**src/rtl/reg_write_arbiter_if.sv**
```systemverilog
// rtl/reg_write_arbiter_if.sv - Requester/register-bank bus for reg_write_arbiter; Lock present only with REG_ARB_LOCK_EN.
interface reg_write_arbiter_if #(
  parameter int N    = 16,
  parameter int NREG = 8
);
  localparam int A = (NREG > 1) ? $clog2(NREG) : 1;

  logic [3:0]      Req;
  logic [4*A-1:0]  Addr_In;
  logic [4*N-1:0]  Data_In;
`ifdef REG_ARB_LOCK_EN
  logic [3:0]      Lock;
`endif
  logic [3:0]      Ack;
  logic [NREG-1:0] Load_Out;
  logic [N-1:0]    Data_Out;
  logic [1:0]      Grant_Id;
  logic            Busy;

`ifdef REG_ARB_LOCK_EN
  modport master (
    output Req, Addr_In, Data_In, Lock,
    input  Ack, Load_Out, Data_Out, Grant_Id, Busy
  );
  modport slave (
    input  Req, Addr_In, Data_In, Lock,
    output Ack, Load_Out, Data_Out, Grant_Id, Busy
  );
`else
  modport master (
    output Req, Addr_In, Data_In,
    input  Ack, Load_Out, Data_Out, Grant_Id, Busy
  );
  modport slave (
    input  Req, Addr_In, Data_In,
    output Ack, Load_Out, Data_Out, Grant_Id, Busy
  );
`endif
endinterface

```
**src/rtl/reg_write_arbiter.sv**
```systemverilog
// rtl/reg_write_arbiter.sv - Four-requester round-robin register write arbiter; REG_ARB_LOCK_EN adds Lock/LOCKED.
module reg_write_arbiter #(
  parameter int N    = 16,
  parameter int NREG = 8
) (
  input  logic               Clk,
  input  logic               Reset_n,
  reg_write_arbiter_if.slave bus
);
  localparam int A = (NREG > 1) ? $clog2(NREG) : 1;

`ifdef REG_ARB_LOCK_EN
  typedef enum logic [1:0] {IDLE, ISSUE, LOCKED} state_t;
`else
  typedef enum logic {IDLE, ISSUE} state_t;
`endif

  state_t          state, state_nxt;
  logic [1:0]      ptr, ptr_nxt;
  logic [3:0]      ack_q, ack_nxt;
  logic [NREG-1:0] load_q, load_nxt;
  logic [N-1:0]    data_q, data_nxt;
  logic [1:0]      gid_q, gid_nxt;

  logic [3:0]      eligible;
  logic            win_vld;
  logic [1:0]      win;
  logic            sel_vld;
  logic [1:0]      sel;
  logic [A-1:0]    sel_addr;

  // A requester being acknowledged this cycle still shows Req; masking it prevents a double write.
  assign eligible = bus.Req & ~ack_q;

  always_comb begin : rr_pick
    win_vld = 1'b0;
    win     = 2'd0;
    for (int k = 3; k >= 0; k--) begin
      if (eligible[ptr + 2'(k)]) begin
        win_vld = 1'b1;
        win     = ptr + 2'(k);
      end
    end
  end

`ifdef REG_ARB_LOCK_EN
  logic lock_hold;
  assign lock_hold = (state == LOCKED) && bus.Req[gid_q] && bus.Lock[gid_q];
`endif

  always_comb begin : next_state
    sel_vld   = win_vld;
    sel       = win;
`ifdef REG_ARB_LOCK_EN
    if (lock_hold) begin
      sel_vld = 1'b1;
      sel     = gid_q;
    end
`endif
    sel_addr  = bus.Addr_In[int'(sel)*A +: A];
    state_nxt = IDLE;
    ptr_nxt   = ptr;
    ack_nxt   = '0;
    load_nxt  = '0;
    data_nxt  = '0;
    gid_nxt   = '0;
    if (sel_vld) begin
      state_nxt = ISSUE;
`ifdef REG_ARB_LOCK_EN
      if (bus.Lock[sel]) state_nxt = LOCKED;
`endif
      ptr_nxt      = sel + 2'd1;
      ack_nxt[sel] = 1'b1;
      // Out-of-range addresses match no slot, so the write is acknowledged but discarded.
      for (int r = 0; r < NREG; r++) begin
        load_nxt[r] = (sel_addr == A'(r));
      end
      data_nxt = bus.Data_In[int'(sel)*N +: N];
      gid_nxt  = sel;
    end
  end

  always_ff @(posedge Clk or negedge Reset_n) begin
    if (!Reset_n) begin
      state  <= IDLE;
      ptr    <= 2'd0;
      ack_q  <= '0;
      load_q <= '0;
      data_q <= '0;
      gid_q  <= 2'd0;
    end else begin
      state  <= state_nxt;
      ptr    <= ptr_nxt;
      ack_q  <= ack_nxt;
      load_q <= load_nxt;
      data_q <= data_nxt;
      gid_q  <= gid_nxt;
    end
  end

  assign bus.Ack      = ack_q;
  assign bus.Load_Out = load_q;
  assign bus.Data_Out = data_q;
  assign bus.Grant_Id = gid_q;
  assign bus.Busy     = (state != IDLE);
endmodule

```
**src/flat_wrapper.sv**
```systemverilog
// flat-port wrapper written by rule: the top's interface ports become plain ports
module reg_write_arbiter_flat 
#(
  parameter int N    = 16,
  parameter int NREG = 8
)
  (Clk, Reset_n, bus_Req, bus_Addr_In, bus_Data_In, bus_Ack, bus_Load_Out, bus_Data_Out, bus_Grant_Id, bus_Busy);
  reg_write_arbiter_if #(.N(N), .NREG(NREG)) bus_i ();
  input  logic Clk;
  input  logic Reset_n;
  input wire logic [$bits(bus_i.Req)-1:0] bus_Req;
  input wire logic [$bits(bus_i.Addr_In)-1:0] bus_Addr_In;
  input wire logic [$bits(bus_i.Data_In)-1:0] bus_Data_In;
  output wire logic [$bits(bus_i.Ack)-1:0] bus_Ack;
  output wire logic [$bits(bus_i.Load_Out)-1:0] bus_Load_Out;
  output wire logic [$bits(bus_i.Data_Out)-1:0] bus_Data_Out;
  output wire logic [$bits(bus_i.Grant_Id)-1:0] bus_Grant_Id;
  output wire logic [$bits(bus_i.Busy)-1:0] bus_Busy;
  assign bus_i.Req = bus_Req;
  assign bus_i.Addr_In = bus_Addr_In;
  assign bus_i.Data_In = bus_Data_In;
  assign bus_Ack = bus_i.Ack;
  assign bus_Load_Out = bus_i.Load_Out;
  assign bus_Data_Out = bus_i.Data_Out;
  assign bus_Grant_Id = bus_i.Grant_Id;
  assign bus_Busy = bus_i.Busy;
  reg_write_arbiter #(.N(N), .NREG(NREG)) u_core (.Clk(Clk), .Reset_n(Reset_n), .bus(bus_i));
endmodule
```
**config.mk**
```make
export PLATFORM = sky130hd
export DESIGN_NAME = reg_write_arbiter_flat
export DESIGN_NICKNAME = d
export VERILOG_FILES = /design/src/rtl/reg_write_arbiter_if.sv /design/src/rtl/reg_write_arbiter.sv /design/src/flat_wrapper.sv
export SDC_FILE = /design/constraint.sdc
export NUM_CORES = 1
export LEC_CHECK = 0
export BUFFER_PORTS_ARGS = -buffer_cell sky130_fd_sc_hd__buf_2
export CAP_MARGIN = 20
export CORE_ASPECT_RATIO = 0.6
export CORE_MARGIN = 2
export CORE_UTILIZATION = 40
export DETAILED_ROUTE_END_ITERATION = 12
export PLACE_DENSITY = 0.85
export SLEW_MARGIN = 20
export SYNTH_ARGS = -nofsm -noshare
export SYNTH_HDL_FRONTEND = slang
export SYNTH_SLANG_ARGS = --single-unit
```
**constraint.sdc**
```tcl
create_clock -name Clk -period 2.3 [get_ports Clk]
set_input_delay 0.46 -clock Clk [delete_from_list [all_inputs] [get_ports Clk]]
set_output_delay 0.46 -clock Clk [all_outputs]
set_load 0.02 [all_outputs]
```
==> results of run 1 <==
[layout by cell type (no fill, tap or decap), types with 2 or more instances in the layout]
cell        n
buf_2     112
nor2b_1     2
o21ai_0     3
ha_1        4
nor3b_1    13
clkbuf_8    6
dfrtp_1    33
and2_1      5
nor2_1      7
nand3b_1    7
nor3_1      4
buf_4       6
nand3_1     4
mux2i_1    43
mux2_1      6
o22ai_1    24
inv_2       2
a21oi_1     2
nand2b_1    3
nand2_1     9
inv_1       3
[synth_stat cells, types with 3 or more instances]
master / number / area (sq um)
and2_1: 5 / 31.3
buf_2: 8 / 40.0
clkbuf_1: 5 / 18.8
dfrtp_1: 33 / 826
ha_1: 4 / 50.1
inv_1: 3 / 11.3
mux2_1: 6 / 67.6
mux2i_1: 43 / 430
nand2_1: 9 / 33.8
nand2b_1: 3 / 18.8
nand3_1: 4 / 20.0
nand3b_1: 7 / 52.6
nor2_1: 7 / 26.3
nor3_1: 4 / 20.0
nor3b_1: 13 / 97.6
o21ai_0: 3 / 15.0
o22ai_1: 24 / 150
[path summary, 6_finish.rpt]
kind | start | to | slack (ns) | cells after the start
min in group Clk | bus_Data_In[10] | u_core.bus.Data_Out[10] | 0.47 | 3
max in group asynchronous | Reset_n | u_core.bus.Load_Out[4] | 1.60 | 1
max reg2reg | u_core.ptr[0] | u_core.bus.Load_Out[7] | 0.32 | 6
min | Reset_n | u_core.bus.Grant_Id[0] | 0.24 | 1
max | u_core.ptr[0] | u_core.bus.Load_Out[7] | 0.32 | 6
min reg2reg | u_core.ptr[0] | u_core.ptr[0] | 0.58 | 1
[cells by family (layout without fill, tap and decap cells)]
| group | count (synthesis) | after routing | share of synthesized area, % |
|---|---|---|---|
| compound gates | 34 | 34 | 11.0 |
| fa+ha+maj | 4 | 4 | 2.50 |
| buf+inv | 21 | 132 | 4.62 |
| flops | 33 | 33 | 41.2 |
| mux | 49 | 49 | 24.8 |
| simple gates | 55 | 55 | 15.9 |
[critical path: cells and delay by family, from the launching register on]
family / cells / cell delay [ns]
AO/OA/AOI/OAI: 3 / 0.47
buffers and inverters: 1 / 0.27
flip-flops: 1 / 0.42
multiplexers: 1 / 0.37
AND/OR/NAND/NOR: 1 / 0.32
[flip-flops by register name, summed over array words and instances (netlist names)]
| name | flops |
|---|---|
| u_core.bus.Data_Out | 16 |
| u_core.bus.Load_Out | 8 |
| u_core.bus.Ack | 4 |
| u_core.bus.Grant_Id | 2 |
| u_core.ptr | 2 |
| u_core.bus.Busy | 1 |
[cell type report]
class | count | area (sq um) | share of cell area, %
inverters | 5 | 18.8 | 0.680
flip-flops and latches | 33 | 826 | 29.9
clock inverters | 1 | 30.0 | 1.09
multi-input cells | 142 | 1090 | 39.7
repair buffers | 119 | 626 | 22.7
clock buffers | 7 | 86.3 | 3.13
well taps | 63 | 78.8 | 2.86
[routing by layer]
layer | vias to the layer above | part of all wire [%]
li1 | 932 | -
met5 | - | 0
met4 | 0 | 0.25
met3 | 2 | 7.2
met2 | 73 | 48
met1 | 895 | 45
[power groups by stage]
| stage | clock network [mW] | registers, mW | logic (mW) |
|---|---|---|---|
| after floorplan | 0 | 1.23 | 1.09 |
| after global placement | 0 | 0.930 | 1.97 |
| after detailed placement | 0 | 0.936 | 2.04 |
| after CTS | 0.577 | 0.927 | 2.04 |
| after global routing | 0.606 | 0.950 | 2.21 |
| final | 0.564 | 0.925 | 2.03 |
[per-stage QoR]
stage / setup slack (ns) / instance area, sq um / instances / util (%)
floorplan: 0.219 / 2010 / 196 / -
global placement: 0.377 / 2640 / 362 / 56.2
detailed placement: 0.269 / 2640 / 362 / 56.2
CTS: 0.339 / 2760 / 370 / 58.6
global route: 0.200 / 2760 / 370 / 58.6
finish: 0.317 / 2760 / 370 / 58.6
==> impl_metrics.csv, run 1 <==
group,metric,value,unit
drt,antenna_left,0,
die,core,4710,sq um
drt,first_iter_violations,56,
worst_setup_path,end_kind,"flip-flop",
synth,synthFlopType,"dfrtp_1",
power_and_ir_drop,power.density,1270,nW/um^2
power_and_ir_drop,p_comb_share,57.7,%
power_and_ir_drop,swShare,42.5,%
synth,synth_edf_count,0,
place,hpwl,4110,um
clock_tree,clkTransAtPathRegs,0.07,ns
sta,drv_slew,0,
drt,wire_per_inst,14.9,um
drt,drc_errors,0,
sta,fin_worst_skew,0.00230,ns
global_route,met2_usage,35.9,%
power_and_ir_drop,power.switching,1.49,mW
global_route,met3_usage,4.35,%
worst_setup_path,critical_path_class,"flip-flop to flip-flop",
sta,finalSetupViolCount,0,
worst_setup_path,slowest_delay,0.42,ns
place,routabilityCongestion,0.795,
global_route,grt.busiest_layer,"met2",
clock_tree,root_buffer,"clkbuf_8",
power_and_ir_drop,p_clk_share,16.0,%
clock_tree,cts_setup_buffers,0,
die,row_count,19,
clock_tree,cts_tree,"done",
clock_tree,post_cts_resized,0,
run,cap_violations,0,
synth,synth_warnings,0,
clock_tree,ctsHoldBuffers,0,
global_route,grt_pass1_wl,8720,um
global_route,met1_usage,26.3,%
die,dieHeight,58.9,um
die,initial_core_util,42.6,%
sta,rsz0062_at_grt,"no",
synth,seq_area_frac_synth,41.2,%
cells_and_area,syn_to_final_growth,37.6,%
drt,vias_per_cell,5.14,
power_and_ir_drop,intPower,2.02,mW
cells_and_area,num_antenna_cells,0,
clock_tree,cts_sinks,33,
power_and_ir_drop,power.total,3.52,mW
global_route,grt_max_degree,40,
cells_and_area,fill_cells,437,
worst_hold_path,hp-class,"input pin to asynchronous set/reset pin",
worst_setup_path,crit_path_max_fanout,39,
worst_setup_path,arrival,2.18,ns
global_route,antenna_found_initial,0,
die,die-width,95.4,um
drt,wirelength,5530,um
clock_tree,cts_max_level,2,
power_and_ir_drop,p_seq_share,26.3,%
synth,synth_cell_types,28,
synth,syn_nets,282,
place,port_buffers,112,
sta,fin_tns_setup,0,ns
die,die_area,5620,sq um
sta,worst_pin_slew,0.730,ns
global_route,grt_overflow,0,
worst_setup_path,crit_slowest_cell,"dfrtp_1",
sta,finalCriticalPeriod,1.98,ns
drt,dr.pass1.iters,4,
cells_and_area,drive_gt1_share,42.3,%
sta,hold_viol,0,
clock_tree,clk_latency,0.28,ns
global_route,grt.total_usage,20.4,%
drt,vias,1902,
global_route,grt_pass1_vias,1854,
synth,synth.cell_area,2010,sq um
clock_tree,numCtsBuffers,5,
worst_setup_path,cp_cell_sequence,"nor3b_1 > a311oi_2 > a21oi_4 > buf_12 > mux2_1 > o22ai_1",
die,ios,113,
synth,syn_area_per_cell,10.2,sq um
worst_setup_path,crit_path_start_kind,"flip-flop",
sta,hold_ws,0.237,ns
synth,postSynthCellCount,196,
power_and_ir_drop,ir_drop,665,uV
power_and_ir_drop,p_leak,1.42,nW
sta,fmax,504,MHz
sta,relSlewSlack,51.3,%
sta,fin_crit_sh,86.2,%
worst_setup_path,required,2.49,ns
synth,synthArstFlopShare,100,%
clock_tree,clk_path_buf_depth,2,
synth,ys_seq_elements,33,
outcome,outcome,"completed",
cells_and_area,nNetsFinal,392,
No activity file was read; power rests on OpenSTA's default activity.
==> run 2: changes to the inputs <==
- clock period: 2.3 -> 2.2 ns (I/O delays scaled with it)
==> run 2 against run 1 <==
Compared with the run above: critical path depth increased by 2; utilization stayed put; clock skew rose by 0.0056 ns; clock power increased by 3.9%; clock-buffer cell count unchanged; first-iteration DRC count increased by 43%; critical endpoint is now u_core.ptr[1].
==> impl_metrics.csv, run 2 (synthesized netlist as in run 1, its figures left out) <==
group,metric,value,unit
cells_and_area,nNetsFinal,392,
sta,fin_tns_setup,0,ns
sta,rsz0062_at_grt,"no",
sta,fmax,520,MHz
cells_and_area,syn_to_final_growth,37.6,%
worst_setup_path,ff2ff_path_depth,8,
worst_setup_path,r2r_slack,0.28,ns
drt,vias,1926,
sta,finalCriticalPeriod,1.92,ns
clock_tree,cts_setup_buffers,0,
global_route,grt_pass1_vias,1957,
sta,fin_crit_sh,87.4,%
clock_tree,numCtsBuffers,5,
power_and_ir_drop,ir_drop,630,uV
worst_setup_path,startpoint,"u_core.ptr[1]",
clock_tree,cts_sinks,33,
cells_and_area,largest_register_ffs,16,
worst_setup_path,crit_path_start_kind,"flip-flop",
worst_setup_path,end_kind,"flip-flop",
drt,first_iter_violations,80,
die,initial_core_util,42.6,%
sta,hold_viol,0,
die,ios,113,
worst_setup_path,r2r_start,"u_core.ptr[1]",
sta,finalSetupViolCount,0,
cells_and_area,mostFrequentLayoutCells,"112 x buf_2, 43 x mux2i_1, 33 x dfrtp_1",
run,cap_violations,0,
cells_and_area,layout_commonest_cell,"buf_2",
global_route,grt_overflow,0,
global_route,grt_max_degree,40,
place,port_buffers,112,
global_route,grt.total_usage,19.8,%
worst_setup_path,cp-endpoint,"u_core.ptr[1]",
clock_tree,cts_tree,"done",
worst_hold_path,hp-class,"input pin to asynchronous set/reset pin",
sta,timing.final.ws_setup,0.278,ns
sta,worst_pin_slew,0.740,ns
drt,antenna_left,0,
sta,drv_slew,0,
cells_and_area,fill_cells,435,
die,die-width,95.4,um
drt,wirelength,5200,um
worst_setup_path,crit_path_max_fanout,6,
sta,relSlewSlack,50.7,%
worst_setup_path,reg2reg_to,"u_core.ptr[1]",
cells_and_area,drive_gt1_share,42.3,%
die,die_area,5620,sq um
sta,fin_worst_skew,0.00786,ns
global_route,grt_pass1_wl,8650,um
die,dieHeight,58.9,um
clock_tree,cts_max_level,2,
clock_tree,ctsHoldBuffers,0,
place,dp_slack,0.198,ns
worst_setup_path,required,2.35,ns
clock_tree,clk_latency,0.28,ns
drt,dr.pass1.iters,4,
die,row_count,19,
power_and_ir_drop,p_leak,1.42,nW
drt,wire_per_inst,14.1,um
place,routabilityCongestion,0.773,
outcome,outcome,"completed",
worst_setup_path,critical_path_class,"flip-flop to flip-flop",
clock_tree,root_buffer,"clkbuf_8",
worst_setup_path,arrival,2.07,ns
global_route,antenna_found_initial,0,
cells_and_area,num_antenna_cells,0,
die,core,4710,sq um
clock_tree,clk_path_buf_depth,2,
place,hpwl,3930,um
drt,vias_per_cell,5.21,
drt,drc_errors,0,
power_and_ir_drop,power.density,1320,nW/um^2
clock_tree,clkTransAtPathRegs,0.07,ns
clock_tree,post_cts_resized,0,
[run 2: critical path, cell delays in order, from the launching register on]
cell,delay [ns]
dfrtp_1,0.44
inv_2,0.14
mux2_1,0.33
a2bb2oi_1,0.14
nand2_1,0.20
inv_1,0.11
ha_1,0.30
nand2_1,0.05
o21ai_0,0.09
[run 2: routing by layer]
| metal | track usage (%) | part of all wire (%) | vias to the layer above |
|---|---|---|---|
| li1 | - | - | 937 |
| met1 | 23.6 | 45 | 903 |
| met2 | 36.3 | 46 | 84 |
| met3 | 4.74 | 8.9 | 2 |
| met4 | 4.90 | 0.56 | 0 |
| met5 | 0 | 0 | - |
[run 2: how the worst min path moves through the flow]
stage	from	to	slack [ns]
floorplan	Reset_n	u_core.bus.Ack[0]	0.14
global placement	Reset_n	u_core.bus.Grant_Id[0]	0.54
detailed placement	Reset_n	u_core.bus.Grant_Id[0]	0.55
CTS	Reset_n	u_core.bus.Grant_Id[0]	0.24
global route	Reset_n	u_core.bus.Grant_Id[0]	0.28
finish	Reset_n	u_core.bus.Grant_Id[0]	0.22
[run 2: cell type report]
cell class | count | area, sq um | area share [%]
clock buffer | 7 | 86.3 | 3.13
inverter | 5 | 18.8 | 0.680
multi-input combinational | 142 | 1090 | 39.7
timing repair buffer | 119 | 626 | 22.7
sequential | 33 | 826 | 29.9
tap | 63 | 78.8 | 2.86
clock inverter | 1 | 30.0 | 1.09
[run 2: per-stage QoR]
| stage | instance area (sq um) | hold slack (ns) | cells | util, % | power, mW |
|---|---|---|---|---|---|
| after floorplan | 2010 | 0.144 | 196 | - | 2.43 |
| after global placement | 2640 | 0.539 | 362 | 56.2 | 3.03 |
| after detailed placement | 2640 | 0.547 | 362 | 56.2 | 3.10 |
| after CTS | 2760 | 0.239 | 370 | 58.6 | 3.70 |
| after global routing | 2760 | 0.275 | 370 | 58.6 | 3.92 |
| final | 2760 | 0.223 | 370 | 58.6 | 3.65 |
[run 2: report_power, final]
part	switching [mW]	internal (mW)	leakage, nW
clock	0.217	0.369	0.0585
combinational	1.23	0.872	0.945
sequential	0.0931	0.871	0.412
total	1.54	2.11	1.42
